`src/rtl/mem_arbiter.sv`:
```
// mem_arbiter: shares one fixed-latency memory port between the
// instruction-fetch and load/store ports, round-robin on contention.
module mem_arbiter #(
    parameter int unsigned MEM_LATENCY = 1
) (
    input  logic        clk,
    input  logic        rst,
    input  logic        i_req,
    input  logic [31:0] i_addr,
    output logic        i_ack,
    output logic [31:0] i_rdata,
    input  logic        d_req,
    input  logic [31:0] d_addr,
    input  logic [3:0]  d_we,
    input  logic [31:0] d_wdata,
    output logic        d_ack,
    output logic [31:0] d_rdata,
    output logic        mem_en,
    output logic [31:0] mem_addr,
    output logic [3:0]  mem_we,
    output logic [31:0] mem_wdata,
    input  logic [31:0] mem_rdata,
    output logic        busy
);

    typedef enum logic [1:0] {IDLE, ISSUE, WAIT, DONE} state_e;

    localparam logic [3:0] LAT_M1 = 4'(MEM_LATENCY - 1);

    state_e      state_q;
    logic        win_data_d;
    logic        win_data_q;
    logic        last_data_q;
    logic [3:0]  we_q;
    logic [3:0]  cnt_q;
    logic        mem_en_q;
    logic [31:0] mem_addr_q;
    logic [3:0]  mem_we_q;
    logic [31:0] mem_wdata_q;
    logic        i_ack_q;
    logic        d_ack_q;
    logic [31:0] i_rdata_q;
    logic [31:0] d_rdata_q;

    // Data wins when it is alone, or on contention when instr was granted last.
    always_comb begin
        win_data_d = d_req && (!i_req || !last_data_q);
    end

    always_ff @(posedge clk) begin
        if (rst) begin
            state_q     <= IDLE;
            win_data_q  <= 1'b0;
            last_data_q <= 1'b0;
            we_q        <= 4'h0;
            cnt_q       <= 4'h0;
            mem_en_q    <= 1'b0;
            mem_addr_q  <= 32'h0;
            mem_we_q    <= 4'h0;
            mem_wdata_q <= 32'h0;
            i_ack_q     <= 1'b0;
            d_ack_q     <= 1'b0;
            i_rdata_q   <= 32'h0;
            d_rdata_q   <= 32'h0;
        end else begin
            mem_en_q <= 1'b0;
            mem_we_q <= 4'h0;
            i_ack_q  <= 1'b0;
            d_ack_q  <= 1'b0;
            unique case (state_q)
                IDLE: begin
                    if (i_req || d_req) begin
                        state_q     <= ISSUE;
                        win_data_q  <= win_data_d;
                        last_data_q <= win_data_d;
                        mem_en_q    <= 1'b1;
                        if (win_data_d) begin
                            mem_addr_q  <= d_addr;
                            mem_we_q    <= d_we;
                            we_q        <= d_we;
                            mem_wdata_q <= d_wdata;
                        end else begin
                            mem_addr_q <= i_addr;
                            we_q       <= 4'h0;
                        end
                    end
                end
                ISSUE: begin
                    state_q <= WAIT;
                    cnt_q   <= LAT_M1;
                end
                WAIT: begin
                    if (cnt_q == 4'h0) begin
                        state_q <= DONE;
                        if (win_data_q) begin
                            d_ack_q <= 1'b1;
                            if (we_q == 4'h0) begin
                                d_rdata_q <= mem_rdata;
                            end
                        end else begin
                            i_ack_q   <= 1'b1;
                            i_rdata_q <= mem_rdata;
                        end
                    end else begin
                        cnt_q <= cnt_q - 4'h1;
                    end
                end
                DONE: begin
                    state_q <= IDLE;
                end
                default: begin
                    state_q <= IDLE;
                end
            endcase
        end
    end

    assign mem_en    = mem_en_q;
    assign mem_addr  = mem_addr_q;
    assign mem_we    = mem_we_q;
    assign mem_wdata = mem_wdata_q;
    assign i_ack     = i_ack_q;
    assign d_ack     = d_ack_q;
    assign i_rdata   = i_rdata_q;
    assign d_rdata   = d_rdata_q;
    assign busy      = (state_q != IDLE);

endmodule
```
`config.mk`:
```
export PLATFORM = sky130hd
export DESIGN_NAME = mem_arbiter
export DESIGN_NICKNAME = d
export VERILOG_FILES = /design/src/rtl/mem_arbiter.sv
export SDC_FILE = /design/constraint.sdc
export NUM_CORES = 1
export LEC_CHECK = 0
export ABC_AREA = 1
export BUFFER_PORTS_ARGS = -buffer_cell sky130_fd_sc_hd__buf_4
export CAP_MARGIN = 20
export CELL_PAD_IN_SITES_DETAIL_PLACEMENT = 2
export CELL_PAD_IN_SITES_GLOBAL_PLACEMENT = 2
export CORE_ASPECT_RATIO = 1.25
export CORE_MARGIN = 2
export CORE_UTILIZATION = 26
export DETAILED_ROUTE_END_ITERATION = 7
export PLACE_DENSITY = 0.93
export SLEW_MARGIN = 20
export SYNTH_ARGS = -nofsm -noshare
export SYNTH_HDL_FRONTEND = slang
export SYNTH_SLANG_ARGS = --single-unit
```
`constraint.sdc`:
```
create_clock -name clk -period 3.4 [get_ports clk]
set_clock_uncertainty 0.15 [all_clocks]
set_input_delay 0.68 -clock clk [delete_from_list [all_inputs] [get_ports clk]]
set_output_delay 0.68 -clock clk [all_outputs]
set_load 0.01 [all_outputs]
```
==> reports/qor.yml <==
status: "finished clean"
gp_congestion: 0.7660
pwr_density_cell_nw_per_um2: 749.3
reg2reg_slack_ns: 0.95
setup_viol: 0
cts_setup_buffers: 0
p_total_mw: 6.388
fin_crit_sh_pct: 72.07
fillers: 2615
cts_made_buffers: 17
grt_pass1_wl_mm: 36.14
n_antenna_cell: 0
drt-wirelength-per-cell_microns: 17.51
yosysWarnings: 0
grt_pass1_vias: 6699
worst_slew_pin_slew_ns: 0.8471
async_flop_share_pct: 0
p_leak_nw: 3.973
hold_viol_final: 0
slew-limit-headroom_pct: 43.52
die_w_microns: 138.0
rsz0062_at_grt: "false"
die_y_microns: 171.5
stdcell_count: 1335
cts.path.max_buffers: 2
end_kind: "flip-flop"
avgSynthCellArea_sq_um: 7.351
yosysUniqueCellTypes: 24
via_count: 6230
r2r_cells: 7
synth_top_area_cell: "dfxtp_1"
ios: 272
cts.repair.resized: 0
wl_mm: 23.38
worstPathArrival_ns: 2.61
postRouteAntennaNets: 0
synth_common_cells: "nand2_1, dfxtp_1, nor2_1, a21oi_1, inv_1"
root_buffer: "clkbuf_16"
synth.cell_area_sq_um: 5837
cts.clk_slew.worst_paths_ns: 0.06
dp_hpwl_mm: 16.49
worst_slack_ns: 0.9496
maxSlewViolCount: 0
antenna_found_initial: 0
maxClockFrequency_mhz: 408.1
critPathLaunch: "state_q[0]"
setup-tns-final_ns: 0
grt_overflow: 0
syn_to_final_growth_pct: 46.07
maxCapViolCount: 0
dp.cells: 1303
ys_seq_elements: 146
hold_ws_ns: 0.3172
critPathCapture: "d_rdata[28]"
grt_usage_pct: 19.26
synth-edff-count: 0
cts_tree: "yes"
portBuffers: 271
hold_buffers: 0
clock-sinks: 146
drc: 0
ctsHtreeMaxLevel: 4
synth_fp_nets: 934
core_sq_um: 22130
die_area_sq_um: 23670
netlist.area_leader.share_pct: 50.08
worstPathRequired_ns: 3.56
period_needed_ns: 2.450
place_ws_ns: 0.8151
cp-start-kind: "flip-flop"
drive_gt1_share_pct: 30.80
row_count: 61
path_max_fanout: 64
r2r-start: "state_q[0]"
postSynthCellCount: 794
max-vdd-ir-drop_v: 0.0003483
r2r-end: "d_rdata[28]"
drtIter0Drc: 166
ys.flop_type: "dfxtp_1"
min-delay-path-class: "reg2reg"
via_per_inst: 4.667
clk_latency_ns: 0.41
ys_seq_area_share_pct: 50.08
initial_core_util_pct: 26.37
yosysMostFrequentCell: "nand2_1"
ys_top_cells_by_area: "dfxtp_1, nand2_1, a21oi_1"
grt_max_degree: 73
path_class: "reg2reg"
final_nets: 1179
drt_pre_antenna_iters: 4
-- report_power, final --
part	internal, mW	total [mW]	switching, mW
registers	2.07	2.27	0.206
logic	0.900	2.28	1.38
clock network	1.04	1.84	0.800
total	4.00	6.39	2.38
-- stage by stage --
| step | instance area [sq um] | utilization [%] |
|---|---|---|
| detailed placement | 7956 | 35.95 |
| floorplan | 5837 | - |
| global placement | 7956 | 35.95 |
| global route | 8526 | 38.52 |
| CTS | 8526 | 38.52 |
| finish | 8526 | 38.52 |
-- cells in the final DEF, fill, tap and decap left out --
cell type   netlist  layout
nand4_4           1       1
nand3_4           1       1
clkinvlp_4        0       4
ha_1              4       4
nor3_1            2       2
clkinv_2          0       3
o21ai_0          37      37
inv_1            43      43
buf_4             9     277
inv_6             0       3
nand3_1          40      40
dfxtp_1         146     146
clkbuf_8          0       1
clkinv_4          0       2
or2_2             2       2
inv_8             0       1
inv_2             3       4
nor2_4            1       2
nor2_8            1       1
nand2_1         242     242
clkbuf_16         0      17
buf_12            0       1
bufinv_16         0       1
a21oi_1         103     103
nor2_1          109     109
nand4_1           2       2
nand2_2           3       3
-- critical path: stages, from the launching register on --
cell,delay [ns]
dfxtp_1,0.32
inv_1,0.12
ha_1,0.44
nand3_1,0.28
nor2_8,0.69
nand2_1,0.14
nand2_1,0.11
nor2_1,0.05
-- worst min path at each step --
stage,slack (ns),end,cells after the start,startpoint
finish,0.32,mem_wdata[3],2,mem_wdata[3]
global route,0.32,mem_addr[10],3,i_addr[10]
detailed placement,0.31,mem_wdata[10],2,mem_wdata[10]
CTS,0.32,mem_wdata[3],2,mem_wdata[3]
floorplan,0.29,cnt_q[1],2,cnt_q[1]
global placement,0.30,mem_wdata[28],2,mem_wdata[28]
-- flip-flops by register name, indices dropped and copies added, names as in the netlist --
name         cells
d_rdata         32
i_rdata         32
mem_addr        32
mem_wdata       32
cnt_q            4
mem_we           4
we_q             4
state_q          2
d_ack            1
i_ack            1
last_data_q      1
mem_en           1
-- cell type report --
type	instances	area (sq um)	share of cell area, %
clock buffers	18	439.2	5.151
clock inverters	14	130.1	1.526
inverters	47	176.4	2.069
multi-input cells	549	2404	28.19
flip-flops and latches	146	2923	34.28
well taps	283	354.1	4.153
repair buffers	278	2100	24.63
-- layer usage --
layer	track usage (%)	part of all wire, %	vias to the layer above
met2	36.66	53	192
met4	7.853	3.3	0
met3	4.928	5.1	41
li1	-	-	2993
met5	0	0	-
met1	20.22	38	3004
-- cells by family (layout without fill, tap and decap cells) --
family,count (synthesis),after routing,synth area share [%]
AOI/OAI and AO/OA,140,140,12.00
and+or+nand+nor,405,405,28.23
DFF,146,146,50.07
buffers and inverters,99,357,8.831
adders and majority gates,4,4,0.8575
Note: power is estimated with default switching activity, not from simulation.
